## config.mk

```make
export PLATFORM = sky130hd
export DESIGN_NAME = instruction_fetch_unit
export DESIGN_NICKNAME = d
export VERILOG_FILES = /design/src/rtl/instruction_fetch_unit.sv
export SDC_FILE = /design/constraint.sdc
export NUM_CORES = 1
export LEC_CHECK = 0
export CAP_MARGIN = 10
export CORE_ASPECT_RATIO = 1.2
export CORE_MARGIN = 5
export CORE_UTILIZATION = 50
export DETAILED_ROUTE_END_ITERATION = 8
export PLACE_DENSITY = 0.73
export SYNTH_ARGS = -nofsm -noshare
export SYNTH_HDL_FRONTEND = slang
export SYNTH_SLANG_ARGS = --single-unit
```

## constraint.sdc

```tcl
create_clock -name clk -period 11.4 [get_ports clk]
set_input_delay 1.71 -clock clk [delete_from_list [all_inputs] [get_ports clk]]
set_output_delay 1.71 -clock clk [all_outputs]
set_load 0.02 [all_outputs]
```

## src/rtl/instruction_fetch_unit.sv

```systemverilog
// instruction_fetch_unit
//
// Producer side of the 72-bit instruction path. Owns the program counter,
// issues one-word reads to instruction memory and hands fetched instructions,
// tagged with their PC, to decode over a valid/ready handshake.
//
// Handshake semantics (all interfaces): a transfer happens on a rising clock
// edge where valid and ready are both high; valid never depends on ready.
// The memory response channel has no ready: every imem_rsp_valid is a transfer.
//
// Ports
//   clk, rst           clock (rising edge), asynchronous active-low reset
//   Branch_en, Jump_en redirect requests (treated identically)
//   target_addr        redirect target, sampled while either redirect is high
//   stall              holds off new memory requests only
//   imem_req_*         read request channel (valid/ready, addr = pc)
//   imem_rsp_*         in-order read data, one beat per accepted request
//   Instruction_Fetch  head-of-FIFO instruction (0 while instr_valid is low)
//   instr_pc           PC of the head instruction (0 while instr_valid is low)
//   instr_valid/ready  decode handshake
//   fsm_state          current controller state (BOOT=0, RUN=1, FLUSH=2)
module instruction_fetch_unit #(
    parameter int unsigned       ADDR_W   = 16,
    parameter int unsigned       INSTR_W  = 72,
    parameter logic [ADDR_W-1:0] RESET_PC = '0,
    parameter int unsigned       DEPTH    = 4
) (
    input  logic               clk,
    input  logic               rst,
    input  logic               Branch_en,
    input  logic               Jump_en,
    input  logic [ADDR_W-1:0]  target_addr,
    input  logic               stall,
    output logic               imem_req_valid,
    output logic [ADDR_W-1:0]  imem_req_addr,
    input  logic               imem_req_ready,
    input  logic               imem_rsp_valid,
    input  logic [INSTR_W-1:0] imem_rsp_data,
    output logic [INSTR_W-1:0] Instruction_Fetch,
    output logic [ADDR_W-1:0]  instr_pc,
    output logic               instr_valid,
    input  logic               instr_ready,
    output logic [1:0]         fsm_state
);

    localparam int unsigned PTR_W = $clog2(DEPTH);
    localparam int unsigned CNT_W = PTR_W + 1;

    typedef enum logic [1:0] {
        BOOT  = 2'd0,
        RUN   = 2'd1,
        FLUSH = 2'd2
    } state_t;

    state_t state;
    state_t next_state;

    logic [ADDR_W-1:0] pc;
    logic [CNT_W-1:0]  inflight;
    logic [CNT_W-1:0]  drop_cnt;
    logic [CNT_W-1:0]  count;
    logic [PTR_W-1:0]  wr_ptr;
    logic [PTR_W-1:0]  rd_ptr;

    logic [INSTR_W-1:0] data_mem [DEPTH];
    logic [ADDR_W-1:0]  pc_mem   [DEPTH];

    logic              redirect;
    logic              credit;
    logic              req_fire;
    logic              push;
    logic              pop;
    logic [CNT_W:0]    occupancy;
    logic [CNT_W-1:0]  drop_val;
    logic [ADDR_W-1:0] rsp_pc;

    assign redirect  = Branch_en | Jump_en;
    // In-flight requests plus buffered instructions never exceed DEPTH, so a
    // response always finds a free FIFO slot.
    assign occupancy = {1'b0, inflight} + {1'b0, count};
    assign credit    = occupancy < (CNT_W + 1)'(DEPTH);

    assign imem_req_valid = (state == RUN) & ~stall & ~redirect & credit;
    assign imem_req_addr  = pc;
    assign req_fire       = imem_req_valid & imem_req_ready;

    assign instr_valid       = (count != '0);
    assign Instruction_Fetch = instr_valid ? data_mem[rd_ptr] : '0;
    assign instr_pc          = instr_valid ? pc_mem[rd_ptr]   : '0;
    assign pop               = instr_valid & instr_ready;

    // A response arriving in the redirect cycle is already stale, so it is
    // neither buffered nor carried into the drop count.
    assign push     = (state == RUN) & imem_rsp_valid & ~redirect;
    assign drop_val = inflight - CNT_W'(imem_rsp_valid);

    // Responses return in request order and RUN is only entered with nothing
    // stale outstanding, so the oldest outstanding request was issued at
    // pc - inflight. This replaces a separate tag queue.
    assign rsp_pc = pc - ADDR_W'(inflight);

    assign fsm_state = state;

    always_ff @(posedge clk or negedge rst) begin
        if (!rst) begin
            state <= BOOT;
        end else begin
            state <= next_state;
        end
    end

    always_comb begin
        next_state = state;
        unique case (state)
            BOOT: begin
                next_state = RUN;
            end
            RUN: begin
                if (redirect) begin
                    next_state = (drop_val != '0) ? FLUSH : RUN;
                end
            end
            FLUSH: begin
                if (redirect) begin
                    next_state = (drop_val != '0) ? FLUSH : RUN;
                end else if (imem_rsp_valid && (drop_cnt == CNT_W'(1))) begin
                    next_state = RUN;
                end
            end
            default: begin
                next_state = BOOT;
            end
        endcase
    end

    always_ff @(posedge clk or negedge rst) begin
        if (!rst) begin
            pc       <= RESET_PC;
            inflight <= '0;
            drop_cnt <= '0;
            count    <= '0;
            wr_ptr   <= '0;
            rd_ptr   <= '0;
        end else begin
            if (redirect) begin
                pc <= target_addr;
            end else if (req_fire) begin
                pc <= pc + ADDR_W'(1);
            end

            if (redirect) begin
                // Any pop in this cycle is honoured by decode; the rest of
                // the buffer is stale and simply forgotten.
                count  <= '0;
                wr_ptr <= '0;
                rd_ptr <= '0;
                if (state != BOOT) begin
                    inflight <= drop_val;
                    drop_cnt <= drop_val;
                end
            end else begin
                if (push) begin
                    wr_ptr <= wr_ptr + PTR_W'(1);
                end
                if (pop) begin
                    rd_ptr <= rd_ptr + PTR_W'(1);
                end
                count <= count + CNT_W'(push) - CNT_W'(pop);

                if (state == FLUSH) begin
                    if (imem_rsp_valid) begin
                        inflight <= inflight - CNT_W'(1);
                        drop_cnt <= drop_cnt - CNT_W'(1);
                    end
                end else if (state == RUN) begin
                    inflight <= inflight + CNT_W'(req_fire) - CNT_W'(imem_rsp_valid);
                end
            end
        end
    end

    // Storage needs no reset: entries are only visible through count.
    always_ff @(posedge clk) begin
        if (push) begin
            data_mem[wr_ptr] <= imem_rsp_data;
            pc_mem[wr_ptr]   <= rsp_pc;
        end
    end

endmodule

```

==> results of run 1 <==
## power by group through the flow
stage	registers, mW	logic (mW)	clock network, mW
after floorplan	1.66	0.240	0
after global placement	1.67	0.400	0
after detailed placement	1.67	0.408	0
after CTS	1.64	0.410	1.25
after global routing	1.64	0.446	1.31
final	1.64	0.402	1.21
## per-stage QoR
stage / power [mW] / setup WS, ps / std cells / util / hold WS, ps
floorplan: 1.90 / 6500 / 838 / - / 481
global placement: 2.07 / 6260 / 1405 / 0.580 / 496
detailed placement: 2.08 / 6260 / 1405 / 0.580 / 499
CTS: 3.29 / 5690 / 1474 / 0.619 / 514
global route: 3.40 / 5480 / 1474 / 0.619 / 531
finish: 3.26 / 5840 / 1474 / 0.619 / 511
## kinds of logic (layout without fill, tap and decap cells)
family / after synthesis / count (layout)
xor gates and xnor gates: 24 / 24
adders and majority gates: 22 / 22
buffers and inverters: 67 / 302
and+or+nand+nor: 202 / 202
muxes: 92 / 92
DFF: 383 / 383
AOI/OAI and AO/OA: 48 / 48
## how the worst min path moves through the flow
stage / from / endpoint / slack [ps] / cells past startpoint
finish: drop_cnt[1]$_DFFE_PN0P_ / drop_cnt[1]$_DFFE_PN0P_ / 510 / 1
global route: drop_cnt[1]$_DFFE_PN0P_ / drop_cnt[1]$_DFFE_PN0P_ / 530 / 1
CTS: drop_cnt[1]$_DFFE_PN0P_ / drop_cnt[1]$_DFFE_PN0P_ / 510 / 1
detailed placement: drop_cnt[1]$_DFFE_PN0P_ / drop_cnt[1]$_DFFE_PN0P_ / 500 / 1
global placement: drop_cnt[1]$_DFFE_PN0P_ / drop_cnt[1]$_DFFE_PN0P_ / 500 / 1
floorplan: drop_cnt[1]$_DFFE_PN0P_ / drop_cnt[1]$_DFFE_PN0P_ / 480 / 1
## state kept, by name (all words and copies together), names as in the netlist
register and flops:
count 3, data_mem 288, drop_cnt 3, fsm_state 2, imem_req_addr 16, inflight 3, pc_mem 64, rd_ptr 2
wr_ptr 2
## worst register-to-register path: stages, from the launching register on
cell and delay [ps]:
dfrtp_1 450, ha_1 240, nor4_2 380, and4_2 350, inv_1 60, ha_1 260
inv_1 40, ha_1 180, fa_1 380, xnor2_1 140, mux2_2 260, o221ai_1 200
xnor2_1 150
## cells in the final DEF, fill, tap and decap left out, drive strengths merged, types with 4 or more instances in the layout
cell type / netlist / routed
or4: 4 / 4
inv: 21 / 23
or3: 11 / 11
edfxtp: 352 / 352
nand2b: 5 / 5
nand3: 10 / 10
clkdlybuf4s50: 0 / 203
and4: 4 / 4
ha: 19 / 19
o21ai: 18 / 18
nand2: 14 / 14
nand4: 10 / 10
buf: 20 / 9
a31oi: 16 / 16
o31ai: 4 / 4
dfrtp: 31 / 31
and2: 98 / 98
a21oi: 5 / 5
nor2: 27 / 27
clkinv: 0 / 13
xnor2: 20 / 20
mux4: 88 / 88
nor3: 6 / 6
clkbuf: 26 / 50
xor2: 4 / 4
## layer usage
| layer | track usage | up-vias |
|---|---|---|
| li1 | - | 3707 |
| met1 | 0.231 | 4083 |
| met2 | 0.313 | 229 |
| met3 | 0.0429 | 39 |
| met4 | 0.0388 | 6 |
| met5 | 0 | - |
## cells in the mapped netlist (all sizes together) (2+ instances only)
cell type,n,area share
fa,3,0.0038
or4,4,0.0019
and4,4,0.0023
nand2,14,0.0035
o21ai,18,0.0058
nand3,10,0.0032
nor4,2,0.0012
and2,98,0.039
ha,19,0.015
or3,11,0.0046
mux2,3,0.0022
buf,20,0.0066
o31ai,4,0.0019
xor2,4,0.0022
nor4b,2,0.0021
a21oi,5,0.0016
nor2,27,0.0065
dfrtp,31,0.050
edfxtp,352,0.68
clkbuf,26,0.0063
nand4,10,0.0044
xnor2,20,0.011
nor2b,2,0.00080
mux4,88,0.13
nor3b,2,0.00096
inv,21,0.0050
nor3,6,0.0022
a31oi,16,0.0064
nand2b,5,0.0020
and3,2,0.00088
## area by class of cell
class                           count  share of cell area
Clock buffer                       50              0.0538
Clock inverter                     19             0.00960
Inverter                           21             0.00408
Multi-Input combinational cell    388               0.209
Sequential cell                   383               0.588
Tap cell                          401              0.0260
Timing Repair Buffer              212               0.109
==> metrics.yaml, run 1 <==
status: "finished clean"
synthMuxAreaShare: 0.129
drt_iter0_markers: 604
syn_nets: 956
core-area_mm2: 0.0312
worst_pin_slew_ps: 1090
hp-class: "reg -> reg"
routabilityCongestion: 0.772
vias: 8064
r2r_setup_slack_ps: 8230
register_area_mm2: 0.0114
slew_violations: 0
top_layer: "met5"
hpwl_um: 18400
ant_nets: 0
cp.depth: 4
wl_per_cell_um: 21.0
ff2ff_path_depth: 12
rsz0062_at_grt: "no"
p_per_area_mw_per_mm2: 169
grt_use_total: 0.180
synth-xor-area-share: 0.0134
yosysSeqAreaShare: 0.725
firstDrtPassIters: 5
cts.clk_slew.worst_paths_ps: 60
areaGrowthSynthToFinish_pct: 23.3
critPathKind: "reg -> out"
n_antenna_cell: 0
power.internal_mw: 2.50
cts_buffers: 38
synth_simple_gate_area_share: 0.0771
finalSetupTns_ps: 0
period_share: 0.488
drc_errors: 0
synth_warnings: 0
ys.flop_type: "edfxtp_1"
critPathSlowestCell: "dfrtp_4"
met3_length_um: 2060
layout-drive-gt1-share: 0.161
crit_path_end_kind: "output port"
crit_end: "Instruction_Fetch[17]"
fill_cells: 2193
r2r_end: "inflight[2]$_DFFE_PN0P_"
synthArstFlopShare: 0.0809
p_clk_frac: 0.373
cp_max_fo: 52
grt_overflow: 0
timing_hold_violations_final: 0
critPathBufInv: 2
post_cts_buffers: 0
wl_met2_um: 15900
path_cells: "buf_4 -> mux4_2 -> and2_1 -> clkdlybuf4s50_1"
peakVddDrop_mv: 0.166
die_w_um: 172
fmax_mhz: 180
timing.rr.start: "inflight[2]$_DFFE_PN0P_"
synthDistinctLibCells: 51
startpoint: "rd_ptr[0]$_DFFE_PN0P_"
combPwrFrac: 0.124
report.final.setup_viol: 0
post-route-cell-area_mm2: 0.0193
start_util: 0.502
power_switching_uw: 754
cts_sinks: 383
placementRows: 71
boundaryPins: 204
critical-path-max-stage-delay_ps: 1140
fp.dieH_um: 204
htreeDepth: 2
arrival_ps: 3850
cts-root-buf: "clkbuf_16"
grt_max_degree: 92
cts_resized: 0
cap_violations: 0
met1Wirelength_um: 12500
synthCells: 838
synth_seq_cells: 383
cts_tree: "built"
antenna_found_initial: 3
finalClockSkew_ps: 11.0
synth_area_mm2: 0.0157
synth-adder-area-share: 0.0190
synth_top_family_by_area: "multiplexers"
worstPathRequired_ps: 9690
drt_wl_total_um: 30900
seqPwrFrac: 0.503
p_sw_frac: 0.231
clockBufferDepth: 3
via_per_inst: 5.47
worstSetupStartpointType: "flip-flop"
synth-compound-area-share: 0.0183
syn_avg_cell_area_um2: 18.7
fin_nets: 1162
p_leak_nw: 6.25
place_area_mm2: 0.0181
synth_edf_count: 352
period_needed_ps: 5560
grt_pass1_wl_um: 48600
cts_hold_buf: 0
portBuffers: 203
die_area_mm2: 0.0350
clk_latency_ps: 530
slew_headroom: 0.273
crit_family: "buffers and inverters"
grt_pass1_vias: 8718
multiInputGateArea_mm2: 0.00404
Note: power is estimated with default switching activity, not from simulation.
==> run 2: changes to the inputs <==
--- a/config.mk
+++ b/config.mk
@@ -10,7 +10,7 @@
 export CORE_MARGIN = 5
 export CORE_UTILIZATION = 50
 export DETAILED_ROUTE_END_ITERATION = 8
-export PLACE_DENSITY = 0.73
+export PLACE_DENSITY = 0.76
 export SYNTH_ARGS = -nofsm -noshare
 export SYNTH_HDL_FRONTEND = slang
 export SYNTH_SLANG_ARGS = --single-unit
==> constraint.sdc (replaced) <==
create_clock -name clk -period 4.6 [get_ports clk]
set_input_delay 0.69 -clock clk [delete_from_list [all_inputs] [get_ports clk]]
set_output_delay 0.69 -clock clk [all_outputs]
set_load 0.02 [all_outputs]
==> metrics.yaml, run 2 (same netlist as run 1, synthesis figures left out) <==
portBuffers: 203  # unchanged
core-area_mm2: 0.0312  # unchanged
register_area_mm2: 0.0114  # unchanged
via_per_inst: 5.54  # was 5.47
start_util: 0.502  # unchanged
ff2ff_path_depth: 12  # unchanged
fmax_mhz: 272
crit_path_end_kind: "output port"  # unchanged
critPathKind: "reg -> out"  # unchanged
grt_max_degree: 92  # unchanged
layout_setup_ws_ps: 918  # was 5840 ps
worstSetupStartpointType: "flip-flop"  # unchanged
drt_wl_total_um: 31100  # was 30900 µm
period_share: 0.801
worst_pin_slew_ps: 747  # was 1090 ps
ant_nets: 0  # unchanged
cap_violations: 0  # unchanged
path_cells: "buf_4 -> mux4_2 -> and2_1 -> clkdlybuf4s50_1"  # unchanged
drt_iter0_markers: 624  # was 604
routabilityCongestion: 0.796  # was 0.772
worstPathRequired_ps: 3910  # was 9690 ps
fin_hold_ws_ps: 507  # was 511 ps
arrival_ps: 2990  # was 3850 ps
grt_use_total: 0.180  # about the same
antenna_found_initial: 3  # unchanged
htreeDepth: 2  # unchanged
clockBufferDepth: 3  # unchanged
grt_overflow: 0  # unchanged
layout_commonest_cell: "edfxtp_1"  # unchanged
slew_violations: 0  # unchanged
place_ws_ps: 968  # was 6260 ps
cts_tree: "built"  # unchanged
p_leak_nw: 6.31  # was 6.25 nW
cts-root-buf: "clkbuf_16"  # unchanged
cp_max_fo: 31  # was 52
multiInputGateArea_mm2: 0.00404  # unchanged
post_cts_buffers: 0  # unchanged
min_path_cells: 1  # unchanged
cts_buffers: 37  # was 38
crit_family: "buffers and inverters"  # unchanged
wl_per_cell_um: 21.1  # was 21.0 µm
finalClockSkew_ps: 14.3  # was 11.0 ps
drc_errors: 0  # unchanged
placementRows: 71  # unchanged
fill_cells: 2196  # was 2193
cp.depth: 4  # unchanged
areaGrowthSynthToFinish_pct: 24.3  # was 23.3%
cts_hold_buf: 0  # unchanged
die_w_um: 172  # unchanged
cts_sinks: 383  # unchanged
clk_latency_ps: 510  # was 530 ps
hpwl_um: 19600  # was 18400 µm
slew_headroom: 0.502  # was 0.273
firstDrtPassIters: 5  # unchanged
cts_resized: 0  # unchanged
fp.dieH_um: 204  # unchanged
critical-path-max-stage-delay_ps: 870  # was 1140 ps
report.final.setup_viol: 0  # unchanged
hp-class: "reg -> reg"  # unchanged
layout_common_cells: "edfxtp_1, clkdlybuf4s50_1, and2_1, mux4_2, clkbuf_16"  # unchanged
grt_pass1_vias: 8606  # was 8718
rsz0062_at_grt: "no"  # unchanged
grt_pass1_wl_um: 48700  # was 48600 µm
finalSetupTns_ps: 0  # unchanged
die_area_mm2: 0.0350  # unchanged
vias: 8180  # was 8064
status: "finished clean"  # unchanged
critPathSlowestCell: "dfrtp_4"  # unchanged
peakVddDrop_mv: 0.256  # was 0.166 mV
largest_register: "data_mem"  # unchanged
boundaryPins: 204  # unchanged
layout-drive-gt1-share: 0.163  # was 0.161
p_per_area_mw_per_mm2: 412  # was 169 mW/mm²
fin_nets: 1169  # was 1162
period_needed_ps: 3680
timing_hold_violations_final: 0  # unchanged
cts.clk_slew.worst_paths_ps: 60  # about the same
critPathBufInv: 2  # unchanged
largest_register_ffs: 288  # unchanged
==> run 2: changes by cell type in the layout (fill, tap and decap cells not counted), moves of 2 or more <==
cell and delta:
clkbuf_8 -2, clkinv_1 +3, clkbuf_1 -3, clkinv_2 -4, buf_4 -3, buf_12 +11
==> run 2: power by group <==
| part | internal, mW | total [mW] | switching (mW) | leakage, nW |
|---|---|---|---|---|
| registers | 3.96 | 4.05 | 0.0947 | 3.54 |
| logic | 0.482 | 1.02 | 0.542 | 2.19 |
| clock network | 1.76 | 2.93 | 1.17 | 0.581 |
| total | 6.20 | 8.01 | 1.81 | 6.31 |
==> run 2: final cells by class <==
cell class / count / share of cell area
flip-flops and latches: 383 / 0.583
repair buffers: 220 / 0.118
clock inverters: 18 / 0.00964
well taps: 401 / 0.0258
diodes: 1 / 0.000129
inverters: 21 / 0.00405
multi-input cells: 388 / 0.208
clock buffers: 45 / 0.0513
==> run 2: final timing paths <==
path	startpoint	endpoint	slack [ps]
max	rd_ptr[0]$_DFFE_PN0P_	Instruction_Fetch[30]	920
min	drop_cnt[1]$_DFFE_PN0P_	drop_cnt[1]$_DFFE_PN0P_	510
max reg2reg	inflight[1]$_DFFE_PN0P_	inflight[2]$_DFFE_PN0P_	1450
min reg2reg	drop_cnt[1]$_DFFE_PN0P_	drop_cnt[1]$_DFFE_PN0P_	510
max in group asynchronous	rst	rd_ptr[1]$_DFFE_PN0P_	3700
min in group asynchronous	rst	fsm_state[1]$_DFFE_PN0P_	570
==> run 2: worst reg2reg max path: cells and delay by family, from the launching register on <==
kind | cells | cell delay (ps)
flops | 1 | 460
buf+inv | 2 | 90
xor+xnor | 2 | 280
mux | 1 | 260
fa+ha+maj | 4 | 1060
simple gates | 2 | 710
compound gates | 1 | 200
==> run 2: routing by layer <==
layer,global-route usage,up-vias,share of wire
met3,0.0371,39,0.070
met4,0.0410,4,0.015
li1,-,3723,-
met1,0.251,4151,0.41
met5,0,-,0.0011
met2,0.296,263,0.50
==> run 2: metrics by stage <==
| stage | area (µm²) | power [mW] | cells | util |
|---|---|---|---|---|
| floorplan | 15700 | 4.71 | 838 | - |
| global placement | 18300 | 5.13 | 1413 | 0.586 |
| detailed placement | 18300 | 5.16 | 1413 | 0.586 |
| CTS | 19500 | 8.11 | 1476 | 0.624 |
| global route | 19500 | 8.37 | 1477 | 0.624 |
| finish | 19500 | 8.01 | 1477 | 0.624 |
